## src/rtl/axil_regbank.sv

```systemverilog
// axil_regbank: AXI-Lite slave register bank with byte strobes, read-only registers and per-register write pulses
module axil_regbank #(
  parameter int ADDR_W = 32,
  parameter int DATA_W = 32,
  parameter int NUM_REGS = 16,
  parameter logic [NUM_REGS-1:0] RO_MASK = '0
) (
  input  logic                       clk,
  input  logic                       rst,
  input  logic                       s_awvalid,
  output logic                       s_awready,
  input  logic [ADDR_W-1:0]          s_awaddr,
  input  logic                       s_wvalid,
  output logic                       s_wready,
  input  logic [DATA_W-1:0]          s_wdata,
  input  logic [DATA_W/8-1:0]        s_wstrb,
  output logic                       s_bvalid,
  input  logic                       s_bready,
  output logic [1:0]                 s_bresp,
  input  logic                       s_arvalid,
  output logic                       s_arready,
  input  logic [ADDR_W-1:0]          s_araddr,
  output logic                       s_rvalid,
  input  logic                       s_rready,
  output logic [DATA_W-1:0]          s_rdata,
  output logic [1:0]                 s_rresp,
  output logic [NUM_REGS*DATA_W-1:0] reg_out,
  input  logic [NUM_REGS*DATA_W-1:0] reg_in,
  output logic [NUM_REGS-1:0]        wr_pulse
);
  localparam int SW = DATA_W / 8;
  localparam int LSB = $clog2(SW);
  localparam int IW = $clog2(NUM_REGS);
  logic              aw_held_q, aw_held_d, w_held_q, w_held_d;
  logic [ADDR_W-1:0] aw_addr_q, aw_addr_d;
  logic [DATA_W-1:0] w_data_q, w_data_d;
  logic [SW-1:0]     w_strb_q, w_strb_d;
  logic              bvalid_q, bvalid_d, rvalid_q, rvalid_d;
  logic [1:0]        bresp_q, bresp_d, rresp_q, rresp_d;
  logic [DATA_W-1:0] rdata_q, rdata_d;
  logic [NUM_REGS-1:0] wr_pulse_q, wr_pulse_d;
  logic [DATA_W-1:0] regs_q [NUM_REGS];
  logic [DATA_W-1:0] regs_d [NUM_REGS];
  logic [IW-1:0]     widx, ridx;
  logic              w_oor, r_oor, commit;
  logic [1:0]        wresp;

  assign s_awready = ~rst & ~aw_held_q;
  assign s_wready  = ~rst & ~w_held_q;
  assign s_arready = ~rst & ~rvalid_q;
  assign s_bvalid  = ~rst & bvalid_q;
  assign s_rvalid  = ~rst & rvalid_q;
  assign wr_pulse  = wr_pulse_q & {NUM_REGS{~rst}};
  assign s_bresp   = bresp_q;
  assign s_rresp   = rresp_q;
  assign s_rdata   = rdata_q;

  assign widx   = aw_addr_q[LSB +: IW];
  assign ridx   = s_araddr[LSB +: IW];
  assign w_oor  = (aw_addr_q >> (LSB + IW)) != '0;
  assign r_oor  = (s_araddr >> (LSB + IW)) != '0;
  assign commit = aw_held_q & w_held_q & ~bvalid_q;
  assign wresp  = w_oor ? 2'b11 : RO_MASK[widx] ? 2'b10 : 2'b00;

  for (genvar i = 0; i < NUM_REGS; i++) begin : g_out
    assign reg_out[i*DATA_W +: DATA_W] = regs_q[i];
  end

  // channel capture, write commit with byte strobes, and registered read response
  always_comb begin
    aw_held_d  = s_awready & s_awvalid ? 1'b1 : aw_held_q;
    aw_addr_d  = s_awready & s_awvalid ? s_awaddr : aw_addr_q;
    w_held_d   = s_wready & s_wvalid ? 1'b1 : w_held_q;
    w_data_d   = s_wready & s_wvalid ? s_wdata : w_data_q;
    w_strb_d   = s_wready & s_wvalid ? s_wstrb : w_strb_q;
    bvalid_d   = commit ? 1'b1 : (bvalid_q & s_bready) ? 1'b0 : bvalid_q;
    bresp_d    = commit ? wresp : bresp_q;
    wr_pulse_d = '0;
    regs_d     = regs_q;
    if (commit) begin
      aw_held_d = 1'b0;
      w_held_d  = 1'b0;
      if (wresp == 2'b00 && |w_strb_q) wr_pulse_d[widx] = 1'b1;
      for (int k = 0; k < SW; k++)
        if (wresp == 2'b00 && w_strb_q[k]) regs_d[widx][8*k +: 8] = w_data_q[8*k +: 8];
    end
    rvalid_d = (s_arready & s_arvalid) ? 1'b1 : (rvalid_q & s_rready) ? 1'b0 : rvalid_q;
    rdata_d  = rdata_q;
    rresp_d  = rresp_q;
    if (s_arready & s_arvalid) begin
      rresp_d = r_oor ? 2'b11 : 2'b00;
      rdata_d = r_oor ? '0 : RO_MASK[ridx] ? reg_in[ridx*DATA_W +: DATA_W] : regs_q[ridx];
    end
  end

  // state register with synchronous reset discarding any in-flight transaction
  always_ff @(posedge clk) begin
    if (rst) begin
      aw_held_q  <= 1'b0;
      aw_addr_q  <= '0;
      w_held_q   <= 1'b0;
      w_data_q   <= '0;
      w_strb_q   <= '0;
      bvalid_q   <= 1'b0;
      bresp_q    <= 2'b00;
      rvalid_q   <= 1'b0;
      rresp_q    <= 2'b00;
      rdata_q    <= '0;
      wr_pulse_q <= '0;
      regs_q     <= '{default: '0};
    end else begin
      aw_held_q  <= aw_held_d;
      aw_addr_q  <= aw_addr_d;
      w_held_q   <= w_held_d;
      w_data_q   <= w_data_d;
      w_strb_q   <= w_strb_d;
      bvalid_q   <= bvalid_d;
      bresp_q    <= bresp_d;
      rvalid_q   <= rvalid_d;
      rresp_q    <= rresp_d;
      rdata_q    <= rdata_d;
      wr_pulse_q <= wr_pulse_d;
      regs_q     <= regs_d;
    end
  end
endmodule
```

## config.mk

```make
export PLATFORM = sky130hd
export DESIGN_NAME = axil_regbank
export DESIGN_NICKNAME = d
export VERILOG_FILES = /design/src/rtl/axil_regbank.sv
export SDC_FILE = /design/constraint.sdc
export NUM_CORES = 1
export LEC_CHECK = 0
export CAP_MARGIN = 20
export CORE_AREA = 5 5 453 455
export DETAILED_ROUTE_END_ITERATION = 8
export DIE_AREA = 0 0 458 460
export PLACE_DENSITY = 0.31
export SYNTH_ARGS = -nofsm -noshare
export SYNTH_HDL_FRONTEND = slang
export SYNTH_SLANG_ARGS = --single-unit
```

## constraint.sdc

```tcl
create_clock -name clk -period 5.6 [get_ports clk]
set_clock_uncertainty 0.05 [all_clocks]
set_input_delay 0.84 -clock clk [delete_from_list [all_inputs] [get_ports clk]]
set_output_delay 0.84 -clock clk [all_outputs]
set_load 0.01 [all_outputs]
```

After elaboration in Yosys (flattened, before gate mapping):

Memories as Yosys holds them, arrays and structs flattened. A register that Yosys moved wholly into a read port is not among the register bits.
Index checks and enable logic that the tools add are counted.

* logic and storage cells: 110
* bits of input ports: 619
* output and inout port bits: 569
* memories kept: 2
* bits in read-only memories: 32
* flip-flop bits (word level): 636

* shift operators: 1
* reductions and logical operators: 15
* order comparisons: 6
* bitwise gates (word level): 22
* multiplexer cells: 37

Memory list
* (no name shown): depth 16, bits a word 1, read ports 1, clocked after memory_dff 0, wr ports 0, line 92 `rdata_d = r_oor ? '0 : RO_MASK[ridx] ? reg_in[ridx*DATA_W +: DATA_W] : regs_q[ridx];`
* (no name shown): depth 16, bits a word 1, read ports 1, clocked after memory_dff 1, wr ports 0, line 63 `assign wresp = w_oor ? 2'b11 : RO_MASK[widx] ? 2'b10 : 2'b00;`

Operator list (count)
* 512-bit two-way mux: 7
* 512-bit bitwise mux: 4
* 32-bit demux with 4-bit select: 4
* 512-bit by 10-bit indexed part select with 32-bit output: 1
* 32-bit two-way mux: 5
* 32-bit binary-select mux with 4-bit select: 1
* 32-bit nonzero test: 2
* 24-bit two-way mux: 1
* 16-bit bitwise AND: 1
* 16-bit two-way mux: 1
* 1-bit bitwise AND: 12
* 5-bit >= comparator, second input constant: 2
* 4-bit by 5-bit less-than comparator with 1-bit output, second input constant: 2
* 4-bit NOT with 5-bit output: 2
* 4-bit two-way mux: 2
* 8-bit two-way mux: 1
* 1-bit logical AND: 7
* 1-bit two-way mux: 7
* 1-bit NOT: 7
* 2-bit two-way mux: 3
* 5-bit by 1-bit less-than comparator with 1-bit output, second input constant: 1
* 1-bit demux with 4-bit select: 1
* 4-bit by 1-bit >= comparator with 1-bit output, second input constant: 1
* 2-bit nonzero test: 2
* 4 further kinds: 4

Longest topological paths before layout:

Gate-level depths: netlist (run 1).

* depth in word-level cells: 16
* gate-level depth with buffers: 9
* mapped depth without buffers: 4

Worst setup path before layout (run 1):

Ideal clock, no wire load.

* path kind: input-to-output
* start point: in rst
* end point: out wr_pulse[10]
* setup slack: 2.753 ns
* required time: 4.710 ns
* path buffers: 4
* arrival: 1.957 ns
* stages on the path: 5
* path through: clkbuf_1 -> clkbuf_1 -> clkbuf_1 -> clkbuf_1 -> nor2b_1

* cells in the longest elaborated chain, start to end: 2

Ends and longest elaborated chain
* from (decl): line 9 `input logic rst,`
* 1-bit NOT: line 53 `assign wr_pulse = wr_pulse_q & {NUM_REGS{~rst}};`
* 16-bit bitwise AND: line 53
* to (decl): line 29 `output logic [NUM_REGS-1:0] wr_pulse`

No other way between the ends.

Worst setup path in the final report (run 1):

* start point: reg aw_addr_q[2]
* end point: reg regs_q, in the netlist reg_out[481]

* cells in the longest elaborated chain, start to end: 16

Ends and longest elaborated chain
* from (decl): line 35 `logic [ADDR_W-1:0] aw_addr_q, aw_addr_d;`
* from (signal assigned): line 113 `aw_addr_q <= aw_addr_d;`
* 4-bit NOT with 5-bit output (not written as such) (*): line 85 `if (wresp == 2'b00 && w_strb_q[k]) regs_d[widx][8*k +: 8] = w_data_q[8*k +: 8];`
* 5-bit >= comparator (not written as such) / 5-bit by 1-bit less-than comparator with 1-bit output (equally long branches): line 85
* 1-bit logical AND (not written as such): line 85
* 8-bit two-way mux (not written as such): line 85
* 32-bit demux with 4-bit select: line 85
* 512-bit bitwise mux: line 85
* 512-bit two-way mux: line 85
* 512-bit two-way mux: line 80 `if (commit) begin`
* 512-bit bitwise mux: line 85
* 512-bit two-way mux: line 85
* 512-bit two-way mux: line 80
* 512-bit bitwise mux: line 85
* 512-bit two-way mux: line 85
* 512-bit two-way mux: line 80
* 512-bit bitwise mux: line 85
* 512-bit two-way mux (*): line 85
* to (signal assigned): line 123 `regs_q <= regs_d;`
* to (decl): line 42 `logic [DATA_W-1:0] regs_q [NUM_REGS];`

Mark *: on every way between the ends. The rest lies on a longest branch, timed or not. The select of a mux whose other input is x is not followed.
A chain may end at the register's enable or synchronous reset.

==> impl_results.md, run 1 <==
* Status: completed
* # IOs at 1,188
* Register bit total from synthesis at 632
* Post-DP Area at 38,400 µm²
* Distinct cells, synth at 44
* DRC at 0
* Placed cells at 5,874
* R2R Setup Slk at 2.21 ns
* Multi-input gate area at 15,200 µm²
* DR WL/cell at 27.9 µm
* Reg2reg end: reg_out[481]
* First-pass GRT wire length at 224,000 µm
* Synth top area cells: dfxtp_1 (44%), mux2i_1 (22%), nand2b_1 (13%)
* HP Start: aw_addr_q[19]
* Die ar. at 211,000 µm²
* Pleak at 16.6 nW
* Syn Inst Count at 2,722
* # rows at 165
* Routability cong. at 0.746
* Area Growth Syn to Fin at 43.8%
* Routed Antenna Nets at 0
* Setup violators final at 0
* Layout cells sized above 1 at 0.106
* Global-route layer with the greatest usage: met2
* Max_cap viols at 0
* Crit path arrival time at 3.89 ns
* Drt pass-1 iters at 5
* Vias at 23,000
* Via density at 3.81
* Die height at 460 µm
* Starting Density at 0.143
* GRT met3 Usage at 0.0775
* Met1 usage in global routing at 0.186
* Port Buffers at 671
* Core area at 201,000 µm²
* Final worst path period need at 3.39 ns
* DRT Wirelength at 168,000 µm
* Fmax at 295 MHz
* Core Util, Final at 0.206
* Largest net degree at the start of global routing at 157
* Clock transition at path regs at 0.06 ns
* GRT Total Usage at 0.154
* Slew @ Worst Pin at 1.08 ns
* Resize count post-CTS at 0
* Number of global-route vias before repair at 23,900
* Crit path kind: flop to flop
* Final Max Tran Viols at 0
* WP data required at 6.09 ns
* 1st-iter DRT viols at 1,183
* Fin cells at 6,035
* Reg area at 12,700 µm²
* Number of enable flip-flop cells after synthesis at 0
* Power per cell area at 268 nW/µm²
* Chip width at 458 µm
* Slew HR at 0.277
* Hold WC Path Type: flop to flop
* RSZ-0062 raised after global routing: false
* Initial antenna violation count at 25
* Synth top area share at 0.440
* Netlist Area Pre-Place at 28,800 µm²
* Hold slack at 0.421 ns
* R2R depth at 4
* Mapped Nets at 3,341
* Critical path capture point type: flop
* Synth Flop Type: dfxtp_1
* Avg Cell Area, Syn at 10.6 µm²
* H-tree level count at 3
* Fillers at 21,800
* Worst vdd ir at 0.000226 V
* Setup_tns at 0 ns
* Final WS setup at 2.21 ns
* Postcts setup bufs at 0
* Period utilization at 0.606
* YS warnings at 0
* Dpl hpwl at 128,000 µm
* Most common cell in the synthesized netlist: mux2i_1
* Final Cell Area at 41,400 µm²
* Hold Crit Depth at 2
* Yosys top cell by area: dfxtp_1
* Hold EP: aw_addr_q[19]
* CTS Buffer Depth at 3
* Root Driver: clkbuf_16
* Placement Setup Slack at 1.93 ns
* Post-CTS Hold Buffers at 0
* Clock Sinks at 632
* Overflow after GRT at 0
* Skew-Pair Late Insertion Delay at 0.74 ns
* Final Total Pwr at 11.1 mW
* Met2 usage at 0.248
* Seq/Total Area, Yosys at 0.440
* Startpoint class of the critical path: flop
* Synth top cells by count: mux2i_1 (640), dfxtp_1 (632), nand2b_1 (582)
* Cts bufs inserted at 92
* Nets at 3,915
* Ys async rst share at 0
* Crit path max fanout at 8
* Final hold viol count at 0
* R2R Path Start: aw_addr_q[2]
* CTS tree: built
[registers in the layout, summed over array words and instances (netlist names)]
name / cells
s_rdata: 32
aw_held_q: 1
s_bresp: 1
w_strb_q: 4
aw_addr_q: 30
bvalid_q: 1
w_held_q: 1
rvalid_q: 1
wr_pulse_q: 16
s_rresp: 1
reg_out: 512
w_data_q: 32
[routing by layer]
layer	part of all wire	up-vias
li1	-	10700
met1	0.42	11400
met2	0.45	747
met3	0.11	160
met4	0.018	28
met5	0.0010	-
[power by group]
group | internal [mW] | switching [mW] | total [mW] | leakage, nW
Sequential | 4.54 | 0.0255 | 4.56 | 5.10
Clock | 3.43 | 2.44 | 5.86 | 1.45
Combinational | 0.249 | 0.432 | 0.681 | 10.0
Total | 8.21 | 2.89 | 11.1 | 16.6
[final cells by class]
class | instances | share of cell area
Inverter | 1 | 0.0000907
Timing Repair Buffer | 719 | 0.173
Antenna cell | 4 | 0.000242
Sequential cell | 632 | 0.306
Clock inverter | 23 | 0.00814
Tap cell | 2672 | 0.0808
Multi-Input combinational cell | 1850 | 0.368
Clock buffer | 134 | 0.0641
[how the worst max path moves through the flow]
stage / start / end / slack [ns] / depth (start not counted)
after global placement: s_araddr[4] / s_rdata[14] / 1.97 / 6
final: aw_addr_q[2] / reg_out[481] / 2.21 / 4
after global routing: aw_addr_q[2] / reg_out[58] / 1.99 / 4
after floorplan: rst / wr_pulse[10] / 2.75 / 5
after CTS: aw_addr_q[2] / reg_out[57] / 1.99 / 4
after detailed placement: s_araddr[4] / s_rdata[14] / 1.93 / 6
[cells by family after synthesis]
| family | share of synthesized area |
|---|---|
| AND/OR/NAND/NOR | 0.188 |
| multiplexers | 0.285 |
| flip-flops | 0.440 |
| buffers and inverters | 0.0340 |
| AO/OA/AOI/OAI | 0.0529 |
[critical path, stage by stage (launching register included)]
cell     delay, ns
dfxtp_1       0.79
nand2_1       0.47
nor2_1        0.93
nand3_2       0.70
mux2i_1       0.25
[cell usage in the layout (no fill, tap or decap), drive strengths merged, types with 4 or more instances in the layout]
master         count
nor4              14
mux2              32
nand3             64
diode              4
a221oi            32
nand2            101
or4                5
mux4              64
a211oi            34
clkinv            15
nor2b             22
nor2              53
dfxtp            632
a21boi            32
o21ai             66
clkdlybuf4s50    666
nand4b             4
buf               52
nor3              20
clkbuf           135
mux2i            640
o22ai             64
inv                4
nand2b           582
Power figures use the tool's default switching activity.
==> run 2, diff against run 1 <==
CORE_AREA = 5 5 455 457   (was 5 5 453 455)
DIE_AREA = 0 0 460 462   (was 0 0 458 460)
clock period = 3.3 ns   (was 5.6 ns; I/O delays follow)
==> run 2 against run 1 <==
Against the previous run:
- register-to-register slack worse by 1.9 ns
- power is 72% higher
- via count up 1.0%
- first-iteration DRC count is 16% lower
- utilization is 0.37 points higher
- worst setup slack got worse by 1.9 ns
- routed wire length down 0.48%
- critical path type unchanged
==> impl_results.md, run 2 (synthesized netlist as in run 1, its figures left out) <==
* Cts bufs inserted at 91 (-1.1%)
* Drt pass-1 iters at 5 (unchanged)
* Chip width at 460 µm (+0.44%)
* Layout cells sized above 1 at 0.142 (+0.0359)
* Crit path arrival time at 3.51 ns (-0.38 ns)
* Final Cell Area at 42,600 µm² (+2.9%)
* Period utilization at 0.892 (+0.287)
* Routability cong. at 0.732 (-1.9%)
* Final Total Pwr at 19.1 mW (+72%)
* Crit path buf inv count at 1 (+1)
* H-tree level count at 3 (unchanged)
* RSZ-0062 raised after global routing: false
* Nets at 4,048 (+3.4%)
* Skew-Pair Late Insertion Delay at 0.71 ns (-0.03 ns)
* Placed cells at 6,024 (+2.6%)
* Post-DP Area at 39,500 µm² (+3.0%)
* Core area at 203,000 µm² (+1.1%)
* Fin cells at 6,195 (+2.7%)
* Die ar. at 213,000 µm² (+0.87%)
* Initial antenna violation count at 21 (-16%)
* Routed Antenna Nets at 0 (unchanged)
* Final Max Tran Viols at 0 (unchanged)
* Final worst path period need at 2.95 ns (-0.446 ns)
* WP data required at 3.86 ns (-2.23 ns)
* Crit path max fanout at 16 (+8)
* Crit path kind: flop to flop
* Setup_tns at 0 ns (unchanged)
* Largest net degree at the start of global routing at 91 (-42%)
* DRC at 0 (unchanged)
* CP peak stage delay at 0.75 ns (-0.18 ns)
* Crit path max-delay family: simple AND/OR/NAND/NOR gates
* Number of global-route vias before repair at 24,300 (+1.5%)
* Number of flip-flops in the largest register at 512 (unchanged)
* Slowest stage cell, crit path: or4_1
* Critical path capture point type: flop
* Worst vdd ir at 0.000307 V (+36%)
* 1st-iter DRT viols at 988 (-16%)
* Worst-path cell chain: or4_1, or3_1, or4_1, buf_4, nor3_1
* Area Growth Syn to Fin at 48.0%
* DR WL/cell at 27.0 µm (-3.0%)
* Setup violators final at 0 (unchanged)
* Power per cell area at 450 nW/µm² (+67%)
* # rows at 166 (+0.61%)
* First-pass GRT wire length at 222,000 µm (-0.88%)
* Root Driver: clkbuf_16
* Dpl hpwl at 131,000 µm (+1.9%)
* Overflow after GRT at 0 (unchanged)
* Pleak at 17.2 nW (+4.0%)
* Startpoint class of the critical path: flop
* Core Util, Final at 0.210 (+0.00366)
* R2R Setup Slk at 0.35 ns (-1.85 ns)
* Vias at 23,200 (+1.0%)
* Slew HR at 0.375 (+0.0980)
* GRT Total Usage at 0.152 (-0.00252)
* CTS tree: built
* Max_cap viols at 0 (unchanged)
* Starting Density at 0.142 (-0.00159)
* Status: completed
* Via density at 3.75 (-1.6%)
* # IOs at 1,188 (unchanged)
* Clock transition at path regs at 0.06 ns (about the same)
* Postcts setup bufs at 0 (unchanged)
* Die height at 462 µm (+0.43%)
* Clock Sinks at 632 (unchanged)
* DRT Wirelength at 168,000 µm (-0.48%)
* CP most frequent cell: or4_1
* Final hold viol count at 0 (unchanged)
* Resize count post-CTS at 0 (unchanged)
* Fmax at 340 MHz (+15%)
* Hold WC Path Type: input pin to flop
* Post-CTS Hold Buffers at 0 (unchanged)
* Slew @ Worst Pin at 0.936 ns (-0.148 ns)
* CTS Buffer Depth at 3 (unchanged)
* Commonest non-fill, non-tap cells in the layout: clkdlybuf4s50_1 (666), mux2i_1 (640), dfxtp_1 (632), nand2b_1 (580), buf_4 (167)
* Commonest non-fill, non-tap cell in the layout: clkdlybuf4s50_1
* Port Buffers at 671 (unchanged)
-- run 2: changes by cell type in the layout (fill, tap and decap cells not counted), sizes merged --
cell      delta
bufinv       +1
clkinv       -4
clkinvlp     +3
buf        +134
clkbuf      +10
-- run 2: per-layer routing --
metal	global-route usage	vias to the layer above	wire length, µm	part of all wire
li1	-	11000	-	-
met1	0.184	11300	71600	0.43
met2	0.236	747	72600	0.43
met3	0.0769	159	18700	0.11
met4	0.0426	28	4380	0.026
met5	0	-	192	0.0011
-- run 2: path summary, 6_finish.rpt --
kind              depth (start not counted)     startpoint        endpoint
setup / recovery                          5  aw_addr_q[18]  wr_pulse_q[11]
hold / removal                            2            rst        bvalid_q
setup reg to reg                          5  aw_addr_q[18]  wr_pulse_q[11]
hold reg to reg                           2  aw_addr_q[16]   aw_addr_q[16]
-- run 2: cell type report --
| type | instances | area [µm²] |
|---|---|---|
| Fill cell | 22000 | 161000 |
| Multi-Input combinational cell | 1850 | 15200 |
| Sequential cell | 632 | 12700 |
| Timing Repair Buffer | 853 | 8270 |
| Tap cell | 2688 | 3360 |
| Clock buffer | 144 | 2760 |
| Clock inverter | 23 | 304 |
| Antenna cell | 4 | 10.0 |
| Inverter | 1 | 3.75 |
-- run 2: power by group --
| group | leakage, nW | switching [mW] | internal (mW) |
|---|---|---|---|
| sequential | 5.10 | 0.0505 | 7.70 |
| combinational | 10.6 | 0.717 | 0.491 |
| clock | 1.49 | 4.14 | 6.05 |
-- run 2: per-stage QoR --
stage                     worst slack, ns  hold WS (ns)
final                               0.355         0.165
after global routing                0.304         0.160
after CTS                           0.351        0.0852
after detailed placement            0.367         0.417
after global placement              0.348         0.413
after floorplan                     0.832         0.394
-- run 2: worst register-to-register path, stage by stage, from the launching register on --
cell and delay (ns):
dfxtp_1 0.30, or4_1 0.75, or3_1 0.56, or4_1 0.66, buf_4 0.29, nor3_1 0.25
